File: src/rtl/aes_ctrl_pkg.sv
// aes_ctrl_pkg -- shared definitions for the AES frame scheduler.
// Holds the scheduler state encoding, command and error codes, the bit
// ranges of the received I2C frame, and a small error-priority helper.
package aes_ctrl_pkg;

    typedef enum logic [2:0] {
        S_IDLE,
        S_LOAD,
        S_START,
        S_WAIT,
        S_HOLD,
        S_FAULT
    } state_e;

    localparam logic [7:0] CMD_ENC = 8'h01;
    localparam logic [7:0] CMD_DEC = 8'h02;

    localparam logic [1:0] ERR_NONE    = 2'b00;
    localparam logic [1:0] ERR_CMD     = 2'b01;
    localparam logic [1:0] ERR_OVERRUN = 2'b10;
    localparam logic [1:0] ERR_TIMEOUT = 2'b11;

    localparam int unsigned FRAME_W = 264;
    localparam int unsigned CMD_HI  = 263;
    localparam int unsigned CMD_LO  = 256;
    localparam int unsigned KEY_HI  = 255;
    localparam int unsigned KEY_LO  = 128;
    localparam int unsigned DATA_HI = 127;
    localparam int unsigned DATA_LO = 0;

    // Errors raised in the same cycle resolve to the higher code.
    function automatic logic [1:0] err_max(input logic [1:0] a, input logic [1:0] b);
        return (a > b) ? a : b;
    endfunction

endpackage

File: src/rtl/sched_watchdog.sv
// sched_watchdog -- cycle counter bounding how long the scheduler waits
// for the AES core. Only instantiated when FRAME_TIMEOUT_EN is defined.
// Ports:
//   clk, reset : clock, asynchronous active-high reset
//   clear      : forces the count back to zero
//   enable     : counts one per cycle while high
//   expired    : high while enabled and the count equals TIMEOUT_CYCLES-1
module sched_watchdog #(
    parameter int unsigned TIMEOUT_CYCLES = 4096
) (
    input  logic clk,
    input  logic reset,
    input  logic clear,
    input  logic enable,
    output logic expired
);

    localparam int unsigned CW = (TIMEOUT_CYCLES > 2) ? $clog2(TIMEOUT_CYCLES) : 1;
    localparam logic [CW-1:0] LAST = CW'(TIMEOUT_CYCLES - 1);

    logic [CW-1:0] count_q;

    assign expired = enable && (count_q == LAST);

    always_ff @(posedge clk or posedge reset) begin
        if (reset) begin
            count_q <= '0;
        end else if (clear) begin
            count_q <= '0;
        end else if (enable && !expired) begin
            count_q <= count_q + CW'(1);
        end
    end

endmodule

File: src/rtl/aes_frame_sched.sv
// aes_frame_sched -- takes complete frames from an I2C slave, decodes the
// command, drives one operation on an AES-128 core and holds the result
// until the host acknowledges it.
// Optional build macro: FRAME_TIMEOUT_EN adds a WAIT-state timeout
// (sched_watchdog, TIMEOUT_CYCLES) reporting err=2'b11.
// Ports:
//   clk, reset                : clock, asynchronous active-high reset
//   rx_frame, rx_done         : frame {cmd, key, data} and its done level
//   aes_start, aes_decrypt    : start pulse and mode to the core
//   aes_key, aes_data         : operands, stable from start until done
//   aes_done, aes_result      : core completion pulse and output
//   result, result_valid      : latched result, valid until result_ack
//   result_ack                : host acknowledge
//   busy                      : high in any state except IDLE
//   err                       : sticky error code
module aes_frame_sched
    import aes_ctrl_pkg::*;
#(
    parameter int unsigned TIMEOUT_CYCLES = 4096
) (
    input  logic               clk,
    input  logic               reset,
    input  logic [FRAME_W-1:0] rx_frame,
    input  logic               rx_done,
    output logic               aes_start,
    output logic               aes_decrypt,
    output logic [127:0]       aes_key,
    output logic [127:0]       aes_data,
    input  logic               aes_done,
    input  logic [127:0]       aes_result,
    output logic [127:0]       result,
    output logic               result_valid,
    input  logic               result_ack,
    output logic               busy,
    output logic [1:0]         err
);

    if (TIMEOUT_CYCLES < 2) begin : g_bad_timeout
        $error("aes_frame_sched: TIMEOUT_CYCLES must be at least 2");
    end

    state_e       state_q, state_d;
    logic         rx_q;
    logic         start_q, start_d;
    logic         dec_q, dec_d;
    logic [127:0] key_q, key_d;
    logic [127:0] data_q, data_d;
    logic [127:0] res_q, res_d;
    logic         rv_q, rv_d;
    logic [1:0]   err_q, err_d;
    logic [1:0]   err_set;
    logic         err_clr;
    logic         rx_rise;
    logic [7:0]   cmd;

    assign rx_rise = rx_done && !rx_q;
    assign cmd     = rx_frame[CMD_HI:CMD_LO];

`ifdef FRAME_TIMEOUT_EN
    logic wd_expired;

    sched_watchdog #(
        .TIMEOUT_CYCLES(TIMEOUT_CYCLES)
    ) u_watchdog (
        .clk    (clk),
        .reset  (reset),
        .clear  (state_q != S_WAIT),
        .enable (state_q == S_WAIT),
        .expired(wd_expired)
    );
`endif

    always_comb begin
        state_d = state_q;
        start_d = 1'b0;
        dec_d   = dec_q;
        key_d   = key_q;
        data_d  = data_q;
        res_d   = res_q;
        rv_d    = rv_q;
        err_set = ERR_NONE;
        err_clr = 1'b0;

        unique case (state_q)
            S_IDLE: begin
                if (rx_rise) state_d = S_LOAD;
            end
            S_LOAD: begin
                if (rx_rise) err_set = err_max(err_set, ERR_OVERRUN);
                if (cmd == CMD_ENC || cmd == CMD_DEC) begin
                    dec_d   = (cmd == CMD_DEC);
                    key_d   = rx_frame[KEY_HI:KEY_LO];
                    data_d  = rx_frame[DATA_HI:DATA_LO];
                    start_d = 1'b1;
                    err_clr = 1'b1;
                    state_d = S_START;
                end else begin
                    err_set = err_max(err_set, ERR_CMD);
                    state_d = S_FAULT;
                end
            end
            S_START: begin
                if (rx_rise) err_set = err_max(err_set, ERR_OVERRUN);
                state_d = S_WAIT;
            end
            S_WAIT: begin
                if (rx_rise) err_set = err_max(err_set, ERR_OVERRUN);
                if (aes_done) begin
                    res_d   = aes_result;
                    rv_d    = 1'b1;
                    state_d = S_HOLD;
                end
`ifdef FRAME_TIMEOUT_EN
                else if (wd_expired) begin
                    err_set = err_max(err_set, ERR_TIMEOUT);
                    state_d = S_FAULT;
                end
`endif
            end
            S_HOLD: begin
                if (result_ack) begin
                    rv_d    = 1'b0;
                    state_d = rx_rise ? S_LOAD : S_IDLE;
                end else if (rx_rise) begin
                    err_set = err_max(err_set, ERR_OVERRUN);
                end
            end
            S_FAULT: begin
                // The edge that leaves FAULT is itself the next frame.
                rv_d = 1'b0;
                if (rx_rise) state_d = S_LOAD;
            end
            default: state_d = S_IDLE;
        endcase

        if (err_set != ERR_NONE) err_d = err_set;
        else if (err_clr)        err_d = ERR_NONE;
        else                     err_d = err_q;
    end

    always_ff @(posedge clk or posedge reset) begin
        if (reset) begin
            state_q <= S_IDLE;
            rx_q    <= 1'b1;
            start_q <= 1'b0;
            dec_q   <= 1'b0;
            key_q   <= '0;
            data_q  <= '0;
            res_q   <= '0;
            rv_q    <= 1'b0;
            err_q   <= ERR_NONE;
        end else begin
            state_q <= state_d;
            rx_q    <= rx_done;
            start_q <= start_d;
            dec_q   <= dec_d;
            key_q   <= key_d;
            data_q  <= data_d;
            res_q   <= res_d;
            rv_q    <= rv_d;
            err_q   <= err_d;
        end
    end

    assign aes_start    = start_q;
    assign aes_decrypt  = dec_q;
    assign aes_key      = key_q;
    assign aes_data     = data_q;
    assign result       = res_q;
    assign result_valid = rv_q;
    assign busy         = (state_q != S_IDLE);
    assign err          = err_q;

endmodule

File: config.mk
export PLATFORM = sky130hd
export DESIGN_NAME = aes_frame_sched
export DESIGN_NICKNAME = d
export VERILOG_FILES = /design/src/rtl/aes_ctrl_pkg.sv /design/src/rtl/sched_watchdog.sv /design/src/rtl/aes_frame_sched.sv
export SDC_FILE = /design/constraint.sdc
export NUM_CORES = 1
export LEC_CHECK = 0
export CAP_MARGIN = 10
export CORE_AREA = 2 2 304 306
export DETAILED_ROUTE_END_ITERATION = 16
export DIE_AREA = 0 0 306 308
export HOLD_SLACK_MARGIN = 0.1
export PLACE_DENSITY = 0.49
export SETUP_SLACK_MARGIN = 0.5
export SLEW_MARGIN = 5
export SYNTH_ARGS = -nofsm -noshare
export SYNTH_HDL_FRONTEND = slang
export SYNTH_SLANG_ARGS = --single-unit
File: constraint.sdc
create_clock -name clk -period 15.3 [get_ports clk]
set_clock_uncertainty 0.2 [all_clocks]
set_input_delay 1.53 -clock clk [delete_from_list [all_inputs] [get_ports clk]]
set_output_delay 1.53 -clock clk [all_outputs]
set_load 0.01 [all_outputs]
==> results of run 1 <==
cell families (layout without fill, tap and decap cells):
family | count (synthesis) | count (layout)
AO/OA/AOI/OAI | 14 | 14
XOR/XNOR | 1 | 1
buffers and inverters | 76 | 886
flip-flops | 393 | 393
multiplexers | 128 | 128
other | 0 | 2
AND/OR/NAND/NOR | 792 | 792
cells in the mapped netlist, types with 2 or more instances:
cell type,instances
a31o_2,2
dfrtp_1,392
clkbuf_1,6
nand3_1,4
buf_2,40
inv_1,4
o21ai_0,5
buf_4,3
nor2b_1,4
nor2_1,5
mux2_2,128
a21oi_1,3
o211ai_1,2
buf_6,23
nand2_1,772
cell type report:
type,count,area share (%)
antenna,2,0.0196
multi-input combinational,935,17.9
inverter,4,0.0882
timing repair buffer,798,31.2
clock inverter,16,0.941
tap,1186,5.81
clock buffer,68,5.47
sequential,393,38.5
registers in the layout (all words and copies together) (netlist names):
| register | cells |
|---|---|
| aes_start | 1 |
| rx_q | 1 |
| result_valid | 1 |
| aes_decrypt | 1 |
| result | 128 |
| err | 2 |
| state_q | 3 |
| aes_key | 128 |
| aes_data | 128 |
routing by layer:
layer / global-route usage (%) / wire [um] / share of wire [%] / vias to the layer above
met1: 12.4 / 21200 / 38 / 6056
met2: 19.8 / 27900 / 50 / 509
met3: 3.85 / 4840 / 8.7 / 83
met5: 0 / 13 / 0.023 / -
li1: - / - / - / 5938
met4: 3.60 / 1570 / 2.8 / 2
report_power, final:
| group | switching, mW | leakage, nW | internal (mW) | total (mW) |
|---|---|---|---|---|
| Clock | 0.458 | 0.808 | 0.733 | 1.19 |
| Sequential | 0.0770 | 5.40 | 1.17 | 1.25 |
| Combinational | 0.257 | 5.96 | 0.364 | 0.621 |
path summary, 6_finish.rpt:
path / startpoint / end / cells after the start
worst min register to register: aes_key[122] / aes_key[122] / 2
min in group asynchronous: reset / aes_key[52] / 2
worst min-delay path: aes_key[122] / aes_key[122] / 2
worst max-delay path: rx_frame[259] / aes_data[93] / 7
max in group asynchronous: reset / aes_key[118] / 4
worst max register to register: state_q[1] / aes_data[93] / 6
worst max-delay path: cells and delay by family:
family	cells	cell delay (ps)
simple gates	4	1350
buf+inv	3	1850
metrics by stage:
stage | cell area [sq um] | power (mW) | util, %
6_report | 25500 | 3.06 | 28.1
5_1_grt | 25500 | 3.22 | 28.1
4_1_cts | 25500 | 3.13 | 28.1
3_5_place_dp | 23900 | 1.90 | 26.3
3_3_place_gp | 23900 | 1.89 | 26.3
2_1_floorplan | 14900 | 1.45 | -
==> out/results.ini, run 1 <==
[outcome]
status=finished clean

[finish]
multiInputGateArea_sq_um=4580
syn_to_final_growth_pct=71.2
final_cell_mix=clkdlybuf4s50_1 (786), nand2_1 (772), dfrtp_1 (392)
stdcell_count=3402
layout_commonest_cell=clkdlybuf4s50_1
n_fill_cell=9462
drive_above_1_share_pct=10.1
fin_nets=2577
regArea_sq_um=9840

[yosys]
yosys-top-cells-area=dfrtp_1 (66%), nand2_1 (19%), mux2_2 (9.7%)
muxShareOfSynthArea_pct=9.66
yosys_warnings=0
async_reset_ff_share_pct=100
synth_compound_area_share_pct=0.604
syn_inst=1404
synth_xor_area_share_pct=0.0587
ys_ff_latch=393
synthAdderAreaFrac_pct=0
synth_top_cell_area_share_pct=65.8
syn_nets=1801
synth-simple-area-share_pct=20.3
seq_area_frac_synth_pct=65.9
synth_edf_count=0
synth_largest_area_cell=dfrtp_1
synth_area_sq_um=14900
avgSynthCellArea_sq_um=10.6
yosys.cell_types.count=26
ys.flop_type=dfrtp_1
synth_top_family_by_area=simple AND/OR/NAND/NOR gates

[sta]
final_hold_viol_count=0
setup-violations-final=0
fin_crit_sh_pct=30.0
rsz0062_at_grt=no
maxSlewViolCount=0
setup_ws_ps=10710
relSlewSlack_pct=34.6
holdWs_ps=260
final.setup.tns_ps=0
fin_crit_ps=4590
worst_pin_slew_ps=982
fmax_ghz=0.218

[placement]
place_ws_ps=10160
dpl.cell_count=3316
place.gp.congestion=0.802
portBuffers=786
place_hpwl_um=41000

[floorplan]
initial_core_util_pct=16.4
fp.dieH_um=308
coreArea_sq_um=91000
io_pins=787
die_width_um=306
rows=111
die_area_sq_um=94200

[clock_network]
cts_tree=done
cts_buffers=48
post-cts-setup-buffers=0
clock-sinks=393
cts_buffer_depth=3
clkLatencyLatePin_ps=580
clkTransAtPathRegs_ps=50
cts-root-buf=clkbuf_16
cts-resized-gates=0
cts_hold_buffers=0
h-tree-depth=2

[critical_path]
arrival_ps=4900
critPathMaxFanout=75
start_kind=primary input
slowest_stage=buf_4
worstPathRequired_ps=15600
cp-end-kind=flop
worstSetupPathType=in -> reg
path_cells=clkdlybuf4s50_1 -> nor4_2 -> and4_4 -> buf_4 -> buf_4 -> nand2_1 -> nand2_1
critPathMaxStageDelay_ps=710
worst-r2r-setup-slack_ps=11620

[detailed_routing]
first_pass_iters=4
vias=12588
routed_via_density=3.70
drc=0
antenna_left=0
drtIter0Drc=598
wl_per_cell_um=16.3
routed_wl_um=55500

[global_routing]
overflow=0
grt_usage_pct=11.1
antenna_found_initial=3
grt_pass1_wl_um=82000
grt_max_degree=156
grt_pass1_vias=13418

[power]
p_per_area_nw_per_um2=120
peakVddDrop_mv=0.0749
power_leakage_nw=12.2

[min_path]
holdCritPathClass=reg -> reg

[run]
drv_cap=0

Power figures use the tool's default switching activity.
==> run 2: changes to the inputs <==
==> constraint.sdc (replaced) <==
create_clock -name clk -period 4.4 [get_ports clk]
set_clock_uncertainty 0.2 [all_clocks]
set_input_delay 0.44 -clock clk [delete_from_list [all_inputs] [get_ports clk]]
set_output_delay 0.44 -clock clk [all_outputs]
set_load 0.01 [all_outputs]
==> out/results.ini, run 2 (synthesis gave the netlist of run 1 again) <==
[floorplan]
rows=111  ; unchanged
io_pins=787  ; unchanged
initial_core_util_pct=16.4  ; unchanged
fp.dieH_um=308  ; unchanged
die_width_um=306  ; unchanged
die_area_sq_um=94200  ; unchanged
coreArea_sq_um=91000  ; unchanged

[clock_network]
cts_buffers=50  ; was 48
post-cts-setup-buffers=0  ; unchanged
clkTransAtPathRegs_ps=60  ; was 50 ps
clock-sinks=393  ; unchanged
clkLatencyLatePin_ps=570  ; was 580 ps
h-tree-depth=2  ; unchanged
cts_buffer_depth=3  ; unchanged
cts-root-buf=clkbuf_16  ; unchanged
cts_tree=done  ; unchanged
cts-resized-gates=0  ; unchanged

[global_routing]
overflow=0  ; unchanged
grt_pass1_wl_um=85600  ; was 82000 um
grt_pass1_vias=13506  ; was 13418
met3_usage_pct=4.24  ; was 3.85%
antenna_found_initial=7  ; was 3
grt_usage_pct=11.8  ; was 11.1%
grt_max_degree=158  ; was 156
busiest_layer=met2  ; unchanged
grtUsageMet2_pct=21.7  ; was 19.8%
grt_use_met1_pct=12.5  ; was 12.4%

[critical_path]
critPathMaxFanout=71  ; was 75
worst-r2r-setup-slack_ps=1530  ; was 11620 ps
arrival_ps=3130  ; was 4900 ps
worstSetupPathType=reg -> reg  ; was in -> reg
worstRegToRegCells=4  ; was 6
reg2reg_from=state_q[0]  ; was state_q[1]
start_kind=flop  ; was primary input
worstPathRequired_ps=4660  ; was 15600 ps
r2r-end=result[66]  ; was aes_data[93]
cp-end-kind=flop  ; unchanged

[finish]
drive_above_1_share_pct=10.7  ; was 10.1%
fin_nets=2590  ; was 2577
stdcell_count=3425  ; was 3402
syn_to_final_growth_pct=73.3  ; was 71.2%
final_cell_mix=clkdlybuf4s50_1 (786), nand2_1 (772), dfrtp_1 (392)  ; unchanged
layout_commonest_cell=clkdlybuf4s50_1  ; unchanged
final_cell_area_sq_um=25800  ; was 25500 sq um

[power]
power_leakage_nw=12.3  ; was 12.2 nW
p_per_area_nw_per_um2=416  ; was 120 nW/um^2
peakVddDrop_mv=0.233  ; was 0.0749 mV

[run]
drv_cap=0  ; unchanged

[sta]
holdWs_ps=123  ; was 260 ps
rsz0062_at_grt=no  ; unchanged
relSlewSlack_pct=32.3  ; was 34.6%
fmax_ghz=0.348
final_hold_viol_count=0  ; unchanged
setup-violations-final=0  ; unchanged
worst_pin_slew_ps=1020  ; was 982 ps
fin_crit_ps=2870
maxSlewViolCount=0  ; unchanged
fin_crit_sh_pct=65.2

[placement]
dpl.cell_count=3326  ; was 3316
place.gp.congestion=0.818  ; was 0.802
place_hpwl_um=43600  ; was 41000 um
post_dp_cell_area_sq_um=24100  ; was 23900 sq um
portBuffers=786  ; unchanged

[detailed_routing]
antenna_left=0  ; unchanged
routed_via_density=3.70  ; about the same
routed_wl_um=58000  ; was 55500 um
first_pass_iters=4  ; unchanged
wl_per_cell_um=16.9  ; was 16.3 um
drc=0  ; unchanged
drtIter0Drc=634  ; was 598
vias=12664  ; was 12588

[min_path]
holdCritPathClass=in -> async  ; was reg -> reg

[outcome]
status=finished clean  ; unchanged

## run 2: cell types whose count changed in the layout (fill, tap and decap cells not counted), sizes merged
| cell | previous run | this run |
|---|---|---|
| bufinv | 6 | 3 |
| clkinv | 7 | 8 |
| dlygate4sd3 | 0 | 1 |
| diode | 2 | 5 |
| clkbuf | 68 | 80 |
| buf | 12 | 22 |
| inv | 6 | 5 |
## run 2: worst max path at each step
stage | from | endpoint | depth (start not counted)
after floorplan | reset | aes_data[0] | 1
final | state_q[0] | result[66] | 4
after detailed placement | rx_frame[259] | aes_data[115] | 6
after global routing | state_q[0] | result[109] | 4
after global placement | rx_frame[259] | aes_data[115] | 6
after CTS | state_q[0] | result[47] | 4
## run 2: metrics by stage
step                TNS, ps  setup WS [ps]  power [mW]  util, %
global route              0           1350        11.3     28.4
global placement          0           1340        6.59     26.5
finish                    0           1530        10.8     28.4
detailed placement        0           1250        6.62     26.5
CTS                       0           1560        11.0     28.4
floorplan           -598670          -1530        5.04        -
## run 2: final cells by class
class / count / area, sq um
Timing Repair Buffer: 809 / 8210
Antenna cell: 5 / 12.5
Multi-Input combinational cell: 935 / 4580
Sequential cell: 393 / 9840
Inverter: 4 / 18.8
Clock buffer: 80 / 1570
Tap cell: 1186 / 1480
Fill cell: 9547 / 65100
Clock inverter: 13 / 151
## run 2: metal layers
layer / vias to the layer above / routed length, um
met4: 2 / 1450
met3: 79 / 4690
met1: 6133 / 21400
met2: 483 / 30500
met5: - / 13
li1: 5967 / -
## run 2: power by group
part           switching [mW]  leakage (nW)  internal [mW]
logic                   0.891          6.06           1.28
clock network            1.63         0.854           2.60
registers               0.276          5.40           4.08
## run 2: repair_timing
item | 4_1_cts | 5_1_grt
hold buffers | 1 | 0
endpoints found under the setup margin | 0 | 0
endpoints found under the hold margin | 1 | 0
## run 2: critical path, cell delays in order (launching register included)
cell,delay (ps)
dfrtp_1,460
nor2b_1,300
nand3_4,700
buf_12,520
mux2_2,350
